==> config.mk <==
export PLATFORM = sky130hd
export DESIGN_NAME = inst_fetch_buffer
export DESIGN_NICKNAME = d
export VERILOG_FILES = /design/src/rtl/inst_fetch_buffer.sv
export SDC_FILE = /design/constraint.sdc
export NUM_CORES = 1
export LEC_CHECK = 0
export CAP_MARGIN = 20
export CORE_MARGIN = 2
export CORE_UTILIZATION = 54
export DETAILED_ROUTE_END_ITERATION = 6
export PLACE_DENSITY = 0.82
export SLEW_MARGIN = 20
export SYNTH_ARGS = -nofsm -noshare
export SYNTH_HDL_FRONTEND = slang
export SYNTH_SLANG_ARGS = --single-unit
==> constraint.sdc <==
create_clock -name i_clk -period 4.6 [get_ports i_clk]
set_input_delay 1.38 -clock i_clk [delete_from_list [all_inputs] [get_ports i_clk]]
set_output_delay 1.38 -clock i_clk [all_outputs]
set_load 0.05 [all_outputs]
==> src/rtl/inst_fetch_buffer.sv <==
// Instruction prefetch queue: issues one instruction-memory read at a time from
// the current PC and buffers returned words with their addresses for decode.
module inst_fetch_buffer #(
    parameter int DEPTH = 4,
    parameter int CNT_W = 3
) (
    input  logic             i_clk,
    input  logic             i_reset,
    input  logic [31:0]      i_pc,
    output logic             o_pc_enable,
    input  logic             i_flush,
    output logic             o_mem_req,
    output logic [31:0]      o_mem_addr,
    input  logic             i_mem_ack,
    input  logic [31:0]      i_mem_rdata,
    output logic             o_dec_valid,
    input  logic             i_dec_ready,
    output logic [31:0]      o_dec_inst,
    output logic [31:0]      o_dec_pc,
    output logic [CNT_W-1:0] o_count,
    output logic [1:0]       o_state
);

    // Memory handshake: mem_req rises with mem_addr and both stay stable until
    // the cycle mem_ack=1 is sampled; acks while mem_req=0 are ignored.
    // Decode handshake: the head entry transfers on any edge with dec_valid & dec_ready.

    localparam int PTR_W = (DEPTH > 1) ? $clog2(DEPTH) : 1;
    localparam logic [CNT_W-1:0] DEPTH_C = CNT_W'(DEPTH);

    typedef enum logic [1:0] {
        S_IDLE  = 2'd0,
        S_WAIT  = 2'd1,
        S_DRAIN = 2'd2
    } state_t;

    state_t             r_state;
    state_t             w_next_state;
    logic               r_mem_req;
    logic [31:0]        r_mem_addr;
    logic [PTR_W-1:0]   r_wptr;
    logic [PTR_W-1:0]   r_rptr;
    logic [CNT_W-1:0]   r_count;
    logic [31:0]        r_inst_mem [DEPTH];
    logic [31:0]        r_pc_mem   [DEPTH];

    logic               w_room;
    logic               w_push;
    logic               w_pop;
    logic               w_dec_valid;
    logic               w_pc_enable;

    assign w_room      = (r_count < DEPTH_C);
    assign w_dec_valid = (r_count != '0);
    assign w_pop       = w_dec_valid & i_dec_ready;

    always_ff @(posedge i_clk) begin
        if (!i_reset) begin
            r_state <= S_IDLE;
        end else begin
            r_state <= w_next_state;
        end
    end

    always_comb begin
        w_next_state = r_state;
        case (r_state)
            S_IDLE: begin
                if (!i_flush && w_room) w_next_state = S_WAIT;
            end
            S_WAIT: begin
                if (i_mem_ack)    w_next_state = S_IDLE;
                else if (i_flush) w_next_state = S_DRAIN;
            end
            S_DRAIN: begin
                if (i_mem_ack) w_next_state = S_IDLE;
            end
            default: w_next_state = S_IDLE;
        endcase
    end

    // The flush term lets inst_fetch load the redirect target in the flush cycle.
    always_comb begin
        w_push      = 1'b0;
        w_pc_enable = 1'b0;
        if (r_state == S_WAIT && i_mem_ack && !i_flush) w_push = 1'b1;
        w_pc_enable = i_reset & (w_push | i_flush);
    end

    always_ff @(posedge i_clk) begin
        if (!i_reset) begin
            r_mem_req  <= 1'b0;
            r_mem_addr <= 32'h0;
        end else begin
            r_mem_req <= (w_next_state != S_IDLE);
            if (r_state == S_IDLE && w_next_state == S_WAIT) r_mem_addr <= i_pc;
        end
    end

    // Flush beats any same-cycle push or pop.
    always_ff @(posedge i_clk) begin
        if (!i_reset || i_flush) begin
            r_wptr  <= '0;
            r_rptr  <= '0;
            r_count <= '0;
        end else begin
            if (w_push) r_wptr <= r_wptr + PTR_W'(1);
            if (w_pop)  r_rptr <= r_rptr + PTR_W'(1);
            case ({w_push, w_pop})
                2'b10:   r_count <= r_count + CNT_W'(1);
                2'b01:   r_count <= r_count - CNT_W'(1);
                default: r_count <= r_count;
            endcase
        end
    end

    always_ff @(posedge i_clk) begin
        if (w_push && i_reset) begin
            r_inst_mem[r_wptr] <= i_mem_rdata;
            r_pc_mem[r_wptr]   <= r_mem_addr;
        end
    end

    assign o_pc_enable = w_pc_enable;
    assign o_mem_req   = r_mem_req;
    assign o_mem_addr  = r_mem_addr;
    assign o_dec_valid = w_dec_valid;
    assign o_dec_inst  = w_dec_valid ? r_inst_mem[r_rptr] : 32'h0;
    assign o_dec_pc    = w_dec_valid ? r_pc_mem[r_rptr]   : 32'h0;
    assign o_count     = r_count;
    assign o_state     = r_state;

endmodule

==> impl_results.md, run 1 <==
* Type of origin of the critical path: flip-flop
* Crit path cell chain: buf_12, mux4_2, and2_1, clkdlybuf4s50_1
* CTS Buf Count at 28
* Setup TNS at 0 ns
* All-Layer GR Usage at 20.23%
* Drt first pass iters at 5
* Vias in the first global route at about 6500
* Power per cell area at approximately 400 nW/µm²
* WP data required at 3.22 ns
* CORE AREA at 20960 µm²
* Yosys top cell area share at approximately two thirds
* Worst R2R Setup Slack at 2.34 ns
* Seq/Total Area, Yosys at 74.71%
* CP arrival at 2.91 ns
* HP Start: o_mem_addr[6]
* Min Clock Period, post-route at ~4.3 ns
* DRC Markers at 0
* Synth warn at 0
* Status: completed
* Die span in x at 149.7 µm
* Worst-path clk slew at 0.06 ns
* DR WL/cell at between 20 and 25 µm
* Synth cell types at 31
* Routed Wire Length at between 20 and 25 mm
* # IOs at ~170
* Post-synth EDFFs at 256
* Post-synthesis compound-gate area fraction at between 2 and 3%
* Clock skew at between 0.008 and 0.009 ns
* Post-synthesis cell count at between 600 and 700
* Hold path cells at 2
* Worst r2r path cells at 4
* Post-Synth XOR/XNOR Area at less than 1%
* Max stage delay on crit path at 0.71 ns
* Max transition margin at 51.75%
* Total congestion overflow at 0
* Worst r2r dst: r_inst_mem[3][14]
* Hold Fails Final Rpt at 0
* Htree depth at 1
* Max Freq at about 0.23 GHz
* Post-synth ARST share at 0%
* Max-cap violations at 0
* Largest net degree at the start of global routing at 66
* Final setup fails at 0
* Mapped Area at 11470 µm²
* Maximum VDD drop at 0.3701 mV
* Setup bufs post-CTS at 0
* Syn nets at 686
* #FFs+latches synth at 300
* Post-detail-place hpwl at 13.73 mm
* Most common cell after layout, fill and taps aside: edfxtp_1
* Top FF cell, synth: edfxtp_1
* Leading area contributor after synthesis: edfxtp_1
* RePlAce Congestion at roughly 0.75
* CP max FO at 37
* IO buf count at about 170
* Post-CTS resize count at 0
* Type of the worst setup path: flip-flop to output port
* Post-Synth Adder-Cell Area at less than 1%
* Most frequent cells in the layout: 256 x edfxtp_1, 171 x clkdlybuf4s50_1, 65 x and2_1, 64 x mux4_2, 64 x nand2_1
* Cts hold-fix bufs at 0
* Crit share post-route at 93.30%
* Via count at 6112
* Die Ht at 149.7 µm
* Leakage Power at 0.004701 µW
* Inserted Diodes at 0
* Hold Path Class: flip-flop to flip-flop
* Delay-heaviest family, CP: buffers and inverters
* Post-synthesis simple-gate area fraction at 6.917%
* Syn Area/Cell at 18.77 µm²
* Synth-to-layout area growth at 26.36%
* Row Count at 53
* First-pass GRT wire length at 34.76 mm
* Mux share of post-synthesis cell area at 12.66%
* Hold WS at slightly above 0.5 ns
* Starting density of the core at 54.73%
* Antenna viol nets, final at 0
* Worst skew pair latency at around 0.53 ns
* Worst Hold End: o_mem_addr[6]
* Final nets at 866
* Main combinational cell family by area after synthesis: multiplexers
* CTS Sinks at 300
* Reg2reg start: o_state[0]
* RSZ-0062 raised after global routing: false
* Vias/cell at 5.618
* CP max stage cell: clkdlybuf4s50_1
* CP Capture Type: output port
* Max clock buf depth at 3
* Design Area, Final at 14490 µm²
* CTS Root Cell: clkbuf_16
* Core Util, Final at 69.15%
* DP Area at 13530 µm²
* Slew Viols, Final at 0
* Layout cell share with drive strength beyond 1 at 15.74%
* Synth top area cells: edfxtp_1 67%, mux4_2 13%, dfxtp_1 7.7%, and2_1 3.8%, nand2_1 2.1%
* CTS tree: done
* Starting DRT DRC Count at 352
* Worst Tran Pin Value at 0.7238 ns
* Crit path buf inv count at 2
* Initial antenna violation count at 0
* Die area at 22420 µm²
-- how the worst max path moves through the flow --
stage,end,depth (start not counted)
4_1_cts,o_dec_pc[0],4
3_3_place_gp,o_pc_enable,4
2_1_floorplan,o_pc_enable,2
5_1_grt,o_dec_pc[0],4
6_report,o_dec_pc[0],4
3_5_place_dp,o_pc_enable,4
-- cell type report --
class	instances	area, µm²
multi-input cells	270	2693
repair buffers	183	1889
inverters	8	30.03
clock inverters	8	95.09
fillers	1312	6464
flip-flops and latches	300	8576
clock buffers	44	864.6
well taps	275	344.1
-- worst register-to-register path, stage by stage (launching register included) --
cell      delay [ns]
dfxtp_1         0.53
nand3b_1        0.26
nor2_1          0.28
and2_4          0.49
buf_12          0.33
-- synthesized netlist by cell type (2+ instances only) --
cell type and number:
a21boi_0 3, a21boi_1 30, a21oi_1 2, and2_1 69, buf_2 4, buf_4 7
buf_6 5, clkbuf_1 16, dfxtp_1 44, edfxtp_1 256, ha_1 5, inv_1 8
mux4_2 64, nand2_1 64, nand2b_1 2, nand3b_1 2, nor2_1 9, o21ai_0 3
or3_1 2, xnor2_1 2, xor2_1 4
-- routing by layer --
metal | wire (µm) | global-route usage (%) | up-vias
li1 | - | - | 2706
met1 | 9157 | 27.56 | 3108
met2 | 11130 | 34.59 | 266
met3 | 1775 | 4.085 | 32
met4 | 297 | 3.868 | 0
met5 | 0 | 0 | -
-- kinds of logic (layout without fill, tap and decap cells) --
| logic type | after synthesis | in the layout |
|---|---|---|
| multiplexers | 65 | 65 |
| adder cells (fa/ha/maj) | 6 | 6 |
| AND/OR/NAND/NOR | 152 | 152 |
| buffers and inverters | 41 | 243 |
| XOR/XNOR | 6 | 6 |
| flip-flops | 300 | 300 |
| AO/OA/AOI/OAI | 41 | 41 |
-- sequential cells by signal, summed over array words and instances (netlist names), named ones only --
signal	flops
r_inst_mem	128
r_pc_mem	128
o_mem_addr	32
o_count	3
o_state	2
r_rptr	2
r_wptr	2
o_mem_req	1
-- where the power goes --
| part | switching [µW] | internal (µW) | leakage, µW | total (µW) |
|---|---|---|---|---|
| sequential | 32.3 | 2970 | 0.00271 | 3010 |
| clock | 929 | 1400 | 0.000466 | 2330 |
| combinational | 169 | 125 | 0.00153 | 294 |
-- through the flow --
step | power, µW | worst slack (ns) | instances
after global placement | 3346 | 0.5591 | 1036
final | 5632 | 0.3084 | 1088
after CTS | 5676 | 0.2324 | 1088
after global routing | 5798 | 0.1495 | 1088
after floorplan | 3216 | 0.4717 | 611
after detailed placement | 3359 | 0.4873 | 1036
Power figures use the tool's default switching activity.
==> run 2, diff against run 1 <==
PLACE_DENSITY = 0.8   (was 0.82)
==> run 2 against run 1 <==
  * Hold slack better by 0.0023 ns
  * Sequential share of layout area hardly changed
  * Wire length decreased by 0.27%
  * Combinational power about the same
  * Maximum frequency down 1.3%
  * Global-route usage fell by 0.24 points
  * Largest cell class unchanged
  * Total power up 0.21%
==> impl_results.md, run 2 (synthesized netlist as in run 1, its figures left out) <==
* Status: completed
* Max Freq at 0.2301 GHz
* Hold Fails Final Rpt at 0
* Clock skew at 0.01045 ns
* Worst-path clk slew at 0.06 ns
* Row Count at 53
* Worst Tran Pin Value at 0.6204 ns
* Cts hold-fix bufs at 0
* Setup TNS at 0 ns
* CP Capture Type: output port
* CTS Sinks at 300
* Layout cell share with drive strength beyond 1 at 16.34%
* DR WL/cell at 20.48 µm
* Delay-heaviest family, CP: simple AND/OR/NAND/NOR gates
* Crit path cell chain: or3_2, buf_12, and2_1, clkdlybuf4s50_1
* Final setup fails at 0
* WP data required at 3.22 ns
* Final nets at 866
* First-pass GRT wire length at around 34 mm
* Inserted Diodes at 0
* Min Clock Period, post-route at 4.347 ns
* Hold Path Class: flip-flop to flip-flop
* Setup bufs post-CTS at 0
* CTS Buf Count at 29
* CP max stage cell: or3_2
* Max-cap violations at 0
* Starting density of the core at 54.73%
* Drt first pass iters at 5
* Crit share post-route at between 90% and 100%
* Max stage delay on crit path at around 0.81 ns
* DRC Markers at 0
* RSZ-0062 raised after global routing: false
* Slew Viols, Final at 0
* CP max FO at 38
* # IOs at 173
* Most frequent cells in the layout: 256 x edfxtp_1, 171 x clkdlybuf4s50_1, 65 x and2_1, 64 x mux4_2, 64 x nand2_1
* Power per cell area at 389.2 nW/µm²
* CORE AREA at 20960 µm²
* RePlAce Congestion at 0.7145
* Crit path buf inv count at 2
* Leakage Power at 0.004713 µW
* Most common cell after layout, fill and taps aside: edfxtp_1
* Max transition margin at 58.64%
* CTS tree: done
* Die span in x at approximately 150 µm
* Antenna viol nets, final at 0
* Type of the worst setup path: flip-flop to output port
* Initial antenna violation count at 0
* Starting DRT DRC Count at 330
* Worst skew pair latency at 0.53 ns
* Via count at between 6000 and 7000
* Maximum VDD drop at 0.3281 mV
* Htree depth at 1
* Vias in the first global route at about 6400
* Routed Wire Length at 22.30 mm
* Die area at 22420 µm²
* IO buf count at 172
* Total congestion overflow at 0
* Largest net degree at the start of global routing at 65
* Max clock buf depth at 3
* Synth-to-layout area growth at 26.44%
* Post-detail-place hpwl at ~13 mm
* CP arrival at 2.97 ns
* Die Ht at 149.7 µm
* CTS Root Cell: clkbuf_16
* Post-CTS resize count at 0
* All-Layer GR Usage at 19.99%
* Type of origin of the critical path: flip-flop
* Total Power at 5644 µW
* Vias/cell at 5.524
==> run 2: report_power, final <==
| part | switching (µW) | internal (µW) |
|---|---|---|
| registers | 31.2 | 2970 |
| logic | 171 | 126 |
| clock network | 948 | 1390 |
| total | 1150 | 4490 |
==> run 2: through the flow <==
step / area, µm² / hold slack [ns] / util [%] / worst slack (ns) / instances
floorplan: 11470 / 0.4847 / - / 0.4717 / 611
global placement: 13530 / 0.4897 / 64.58 / 0.5790 / 1035
detailed placement: 13530 / 0.5149 / 64.58 / 0.5175 / 1035
CTS: 14500 / 0.5196 / 69.20 / 0.2170 / 1089
global route: 14500 / 0.5417 / 69.20 / 0.1281 / 1089
finish: 14500 / 0.5136 / 69.20 / 0.2533 / 1089
==> run 2: path summary, 6_finish.rpt <==
kind / startpoint / endpoint / slack (ns) / cells after the start
hold / removal: o_mem_addr[2] / o_mem_addr[2] / 0.51 / 2
setup reg to reg: o_state[1] / o_count[2] / 2.35 / 8
hold reg to reg: o_mem_addr[2] / o_mem_addr[2] / 0.51 / 2
setup / recovery: o_count[2] / o_dec_pc[0] / 0.25 / 4
==> run 2: cell type report <==
class,count,area (µm²)
Sequential cell,300,8576
Fill cell,1351,6455
Multi-Input combinational cell,270,2689
Timing Repair Buffer,182,1894
Clock buffer,38,799.5
Tap cell,275,344.1
Clock inverter,16,167.7
Inverter,8,30.03
==> run 2: tightest hold or removal path: stages, from the launching register on <==
cell and delay [ns]:
dfxtp_1 0.34, nand2_1 0.07, a21boi_1 0.05
==> run 2: per-layer routing <==
metal | part of all wire (%) | up-vias | GRT usage, %
met1 | 42 | 3068 | 28.06
li1 | - | 2704 | -
met3 | 7.6 | 29 | 4.451
met4 | 1.5 | 0 | 4.245
met2 | 49 | 215 | 32.78
met5 | 0 | - | 0
